### src/rtl/uc_soma.sv
// Control unit for the float adder: sequences alignment check, normalize loop,
// rounding and one post-round renormalize, with a start/done handshake.
module uc_soma #(
    parameter int N_exp     = 8,
    parameter int N_mant    = 23,
    parameter int MAX_SHIFT = 25,
    parameter int CNT_W     = 5
) (
    input  logic             clk,
    input  logic             rst,
    input  logic             start,
    input  logic [N_exp-1:0] diferenca_exp,
    input  logic [1:0]       antes_virgula,
    output logic [1:0]       sel_mux_normalizer,
    output logic [1:0]       sel_normalizer,
    output logic             busy,
    output logic             done,
    output logic             load_result,
    output logic             big_diff,
    output logic             zero_result
);

    typedef enum logic [2:0] {
        S_IDLE,
        S_ALIGN,
        S_NORM_FIRST,
        S_NORM_LOOP,
        S_ROUND,
        S_RENORM,
        S_DONE
    } state_t;

    localparam logic [1:0] MUX_ALU      = 2'b00;
    localparam logic [1:0] MUX_FEEDBACK = 2'b01;
    localparam logic [1:0] MUX_ROUND    = 2'b10;

    localparam logic [1:0] NORM_PASS  = 2'b00;
    localparam logic [1:0] NORM_RIGHT = 2'b01;
    localparam logic [1:0] NORM_LEFT  = 2'b10;

    localparam logic [N_exp:0]   BIG_LIMIT  = (N_exp+1)'(N_mant + 1);
    localparam logic [CNT_W-1:0] CNT_MAX    = CNT_W'(MAX_SHIFT);
    localparam logic [CNT_W-1:0] CNT_LAST   = CNT_W'(MAX_SHIFT - 1);

    state_t           state;
    logic [CNT_W-1:0] shift_cnt;
    logic [N_exp-1:0] diff_mag;
    logic             is_big;
    logic             shift_left;
    logic [CNT_W-1:0] shift_cnt_next;

    // Unary minus of the most negative value wraps to itself, which read
    // as unsigned is exactly its magnitude.
    assign diff_mag = diferenca_exp[N_exp-1] ? -diferenca_exp : diferenca_exp;
    assign is_big   = {1'b0, diff_mag} > BIG_LIMIT;

    assign shift_left     = antes_virgula == 2'b00;
    assign shift_cnt_next = (shift_cnt == CNT_MAX) ? shift_cnt : shift_cnt + CNT_W'(1);

    // Normalizer shift select is Mealy: it follows antes_virgula in the same cycle.
    always_comb begin
        sel_normalizer = NORM_PASS;
        case (state)
            S_NORM_FIRST, S_NORM_LOOP: begin
                if (antes_virgula[1])
                    sel_normalizer = NORM_RIGHT;
                else if (antes_virgula[0])
                    sel_normalizer = NORM_PASS;
                else
                    sel_normalizer = NORM_LEFT;
            end
            S_ROUND: begin
                if (antes_virgula[1])
                    sel_normalizer = NORM_RIGHT;
            end
            default: sel_normalizer = NORM_PASS;
        endcase
    end

    always_ff @(posedge clk or posedge rst) begin
        if (rst) begin
            state              <= S_IDLE;
            shift_cnt          <= '0;
            sel_mux_normalizer <= MUX_ALU;
            busy               <= 1'b0;
            done               <= 1'b0;
            load_result        <= 1'b0;
            big_diff           <= 1'b0;
            zero_result        <= 1'b0;
        end else begin
            done        <= 1'b0;
            load_result <= 1'b0;
            case (state)
                S_IDLE: begin
                    sel_mux_normalizer <= MUX_ALU;
                    if (start) begin
                        state       <= S_ALIGN;
                        busy        <= 1'b1;
                        big_diff    <= 1'b0;
                        zero_result <= 1'b0;
                        shift_cnt   <= '0;
                    end
                end
                S_ALIGN: begin
                    if (is_big)
                        big_diff <= 1'b1;
                    state              <= S_NORM_FIRST;
                    sel_mux_normalizer <= MUX_ALU;
                end
                S_NORM_FIRST: begin
                    if (shift_left)
                        shift_cnt <= shift_cnt_next;
                    if (antes_virgula == 2'b01) begin
                        state              <= S_ROUND;
                        sel_mux_normalizer <= MUX_ROUND;
                    end else begin
                        state              <= S_NORM_LOOP;
                        sel_mux_normalizer <= MUX_FEEDBACK;
                    end
                end
                S_NORM_LOOP: begin
                    if (shift_left)
                        shift_cnt <= shift_cnt_next;
                    if (antes_virgula == 2'b01) begin
                        state              <= S_ROUND;
                        sel_mux_normalizer <= MUX_ROUND;
                    end else if (shift_left && shift_cnt == CNT_LAST) begin
                        // This cycle performs the final permitted left shift.
                        zero_result        <= 1'b1;
                        state              <= S_DONE;
                        sel_mux_normalizer <= MUX_FEEDBACK;
                        done               <= 1'b1;
                        load_result        <= 1'b1;
                    end
                end
                S_ROUND: begin
                    sel_mux_normalizer <= MUX_FEEDBACK;
                    if (antes_virgula[1]) begin
                        state <= S_RENORM;
                    end else begin
                        state       <= S_DONE;
                        done        <= 1'b1;
                        load_result <= 1'b1;
                    end
                end
                S_RENORM: begin
                    state              <= S_DONE;
                    sel_mux_normalizer <= MUX_FEEDBACK;
                    done               <= 1'b1;
                    load_result        <= 1'b1;
                end
                S_DONE: begin
                    state              <= S_IDLE;
                    sel_mux_normalizer <= MUX_ALU;
                    busy               <= 1'b0;
                end
                default: begin
                    state              <= S_IDLE;
                    sel_mux_normalizer <= MUX_ALU;
                    busy               <= 1'b0;
                end
            endcase
        end
    end

endmodule
### config.mk
export PLATFORM = sky130hd
export DESIGN_NAME = uc_soma
export DESIGN_NICKNAME = d
export VERILOG_FILES = /design/src/rtl/uc_soma.sv
export SDC_FILE = /design/constraint.sdc
export NUM_CORES = 1
export LEC_CHECK = 0
export CORE_UTILIZATION = 39
export DETAILED_ROUTE_END_ITERATION = 8
export HOLD_SLACK_MARGIN = 0.06
export PLACE_DENSITY_LB_ADDON = 0.25
export SLEW_MARGIN = 20
export SYNTH_ARGS = -nofsm -noshare
export SYNTH_HDL_FRONTEND = slang
export SYNTH_SLANG_ARGS = --single-unit
### constraint.sdc
create_clock -name clk -period 3.4 [get_ports clk]
set_input_delay 0.51 -clock clk [delete_from_list [all_inputs] [get_ports clk]]
set_output_delay 0.51 -clock clk [all_outputs]
set_load 0.01 [all_outputs]
==> flow_metrics.env <==
export IMPL_crit_path_frequent_cell="clkdlybuf4s50_1"
export IMPL_synth_distinct_cells=37
export IMPL_fmax_mhz=384
export IMPL_antenna_cells=0
export IMPL_ys_warn_count=0
export IMPL_dp_hpwl_um=1460
export IMPL_synth_area_leaders="dfrtp_1, ha_1, nand2_1"
export IMPL_drcViolationCount=0
export IMPL_cts_tree="done"
export IMPL_drv_cap=0
export IMPL_min_path_type="flip-flop to flip-flop"
export IMPL_wl_per_cell_um=12.9
export IMPL_layout_commonest_cell="clkdlybuf4s50_1"
export IMPL_design_power_total_w=0.000724
export IMPL_routed_via_density=5.30
export IMPL_synth_seq_area_share_pct=38.8
export IMPL_max_stage_delay_ns=0.62
export IMPL_grt_pass1_vias=762
export IMPL_end_kind="output port"
export IMPL_rows=17
export IMPL_cp_cell_sequence="clkdlybuf4s50_1 > nor4b_4 > clkdlybuf4s50_1"
export IMPL_io_buffers=21
export IMPL_clockBufferDepth=2
export IMPL_start_util_pct=41.2
export IMPL_synth_nets=115
export IMPL_timing_final_hold_violations=0
export IMPL_async_flop_share_pct=100
export IMPL_clk_pin_slew_worst_paths_ns=0.08
export IMPL_antenna_found_initial=0
export IMPL_p_leak_nw=0.494
export IMPL_synth_seq_cells=14
export IMPL_crit_path_max_fanout=6
export IMPL_drtIter0Drc=9
export IMPL_vdd_ir_drop_max_mv=0.319
export IMPL_ios=22
export IMPL_cts_root_buf="clkbuf_4"
export IMPL_post_route_period_util_pct=76.6
export IMPL_setup_viol=0
export IMPL_timing_slew_headroom_pct=63.0
export IMPL_final_layout_size_suffix_gt1_share_pct=8.40
export IMPL_synth_edff_count=0
export IMPL_tns_ns=0
export IMPL_grt_first_pass_wirelength_um=3340
export IMPL_rsz0062_at_grt="false"
export IMPL_fillers=217
export IMPL_gp_congestion=0.797
export IMPL_vias=779
export IMPL_htreeDepth=1
export IMPL_synth_top_area_share_pct=38.8
export IMPL_final_cell_mix="clkdlybuf4s50_1, dfrtp_1, nor2_1, nand2_1, inv_1"
export IMPL_synthToLayoutAreaGrowth_pct=27.7
export IMPL_critPathLaunchType="input pin"
export IMPL_die_w_um=50.1
export IMPL_netlist_area_um2=903
export IMPL_clkSinkCount=14
export IMPL_synth_top_area_cell="dfrtp_1"
export IMPL_tightest_slew_ns=0.555
export IMPL_cp_required_ns=2.89
export IMPL_ys_flop_type="dfrtp_1"
export IMPL_core_um2=2190
export IMPL_slowest_stage="clkdlybuf4s50_1"
export IMPL_p_per_area_nw_per_um2=628
export IMPL_final_antenna_net_count=0
export IMPL_clock_latency_ns=0.28
export IMPL_finalMaxSlewViolations=0
export IMPL_die_area_um2=2510
export IMPL_status="completed"
export IMPL_cp_arrival_ns=2.10
export IMPL_cts_repair_resized=0
export IMPL_criticalPathCategory="input pin to output port"
export IMPL_cts_setup_buffers=0
export IMPL_cts_buffers=3
export IMPL_period_needed_ns=2.61
export IMPL_drt_first_pass_iters=4
export IMPL_die_height_um=50.1
export IMPL_grt_remaining_overflow=0
export IMPL_ctsHoldBuffers=0
export IMPL_worst_slack_ns=0.794
export IMPL_dp_slack_ns=0.801
export IMPL_syn_area_per_cell_um2=9.22
export IMPL_synthCells=98
export IMPL_grt_start_max_net_pins=15
export IMPL_fin_nets=137
export IMPL_fin_worst_skew_ns=0.00609
export IMPL_grt_total_usage_pct=17.5
export IMPL_routed_wl_um=1900
-- per-layer routing --
metal	wire length [µm]	share of wire [%]	global-route usage (%)	vias to the layer above
met5	0	0	0	-
met4	0	0	5.71	0
li1	-	-	-	387
met2	953	50	29.1	11
met1	902	47	23.0	381
met3	43	2.3	2.73	0
-- kinds of logic after synthesis --
group / Yosys count / share of synthesized area [%]
xor gates and xnor gates: 5 / 4.85
DFF: 14 / 38.8
buffers and inverters: 13 / 7.20
muxes: 1 / 1.25
adders and majority gates: 4 / 5.54
and+or+nand+nor: 38 / 26.0
AOI/OAI and AO/OA: 23 / 16.3
-- worst max-delay path: cells and delay by family --
kind	cells	cell delay, ns
buffers and inverters	2	1.12
and+or+nand+nor	1	0.46
-- power by group --
part / internal, W / total, W / leakage [nW] / switching, W
sequential: 0.000222 / 0.000302 / 0.180 / 0.0000801
clock: 0.0000650 / 0.000121 / 0.0210 / 0.0000558
combinational: 0.000157 / 0.000301 / 0.293 / 0.000144
-- final timing paths --
| check | slack, ns | depth (start not counted) | endpoint | from |
|---|---|---|---|---|
| worst max-delay path | 0.79 | 3 | sel_normalizer[1] | antes_virgula[1] |
| worst min-delay path | 0.50 | 1 | sel_mux_normalizer[0] | sel_mux_normalizer[0] |
| worst max register to register | 1.73 | 5 | shift_cnt[2] | state[0] |
| worst min register to register | 0.50 | 1 | sel_mux_normalizer[0] | sel_mux_normalizer[0] |
| max in group asynchronous | 2.46 | 2 | shift_cnt[2] | rst |
| min in group asynchronous | 0.57 | 2 | zero_result | rst |
-- cell usage after synthesis, types with 2 or more instances --
library cell and instances:
buf_4 2, xor2_1 3, o21ai_0 5, nand4_1 2
o311ai_0 2, nand4b_1 2, nand2_1 10, dfrtp_1 14
nor2_1 10, a31oi_1 2, a21oi_1 4, inv_1 9
ha_1 4, nor3b_1 2, o21ai_1 3, xnor2_1 2
nor2b_1 2
-- cell type report --
class / count / area, µm² / share of cell area [%]
Multi-Input combinational cell: 71 / 488 / 42.3
Sequential cell: 14 / 350 / 30.4
Timing Repair Buffer: 21 / 210 / 18.2
Clock buffer: 4 / 36.3 / 3.15
Tap cell: 28 / 35.0 / 3.04
Inverter: 9 / 33.8 / 2.93
-- state kept, by name, summed over array words and instances (netlist names) --
signal,flops
shift_cnt,5
state,3
sel_mux_normalizer,2
big_diff,1
busy,1
load_result,1
zero_result,1
-- per-stage QoR --
step	utilization [%]	std cells	instance area, µm²	hold slack (ns)
floorplan	-	98	903	0.399
global placement	51.0	143	1120	0.472
detailed placement	51.0	143	1120	0.482
CTS	52.7	147	1150	0.502
global route	52.7	147	1150	0.528
finish	52.7	147	1150	0.498
Note: power is estimated with default switching activity, not from simulation.
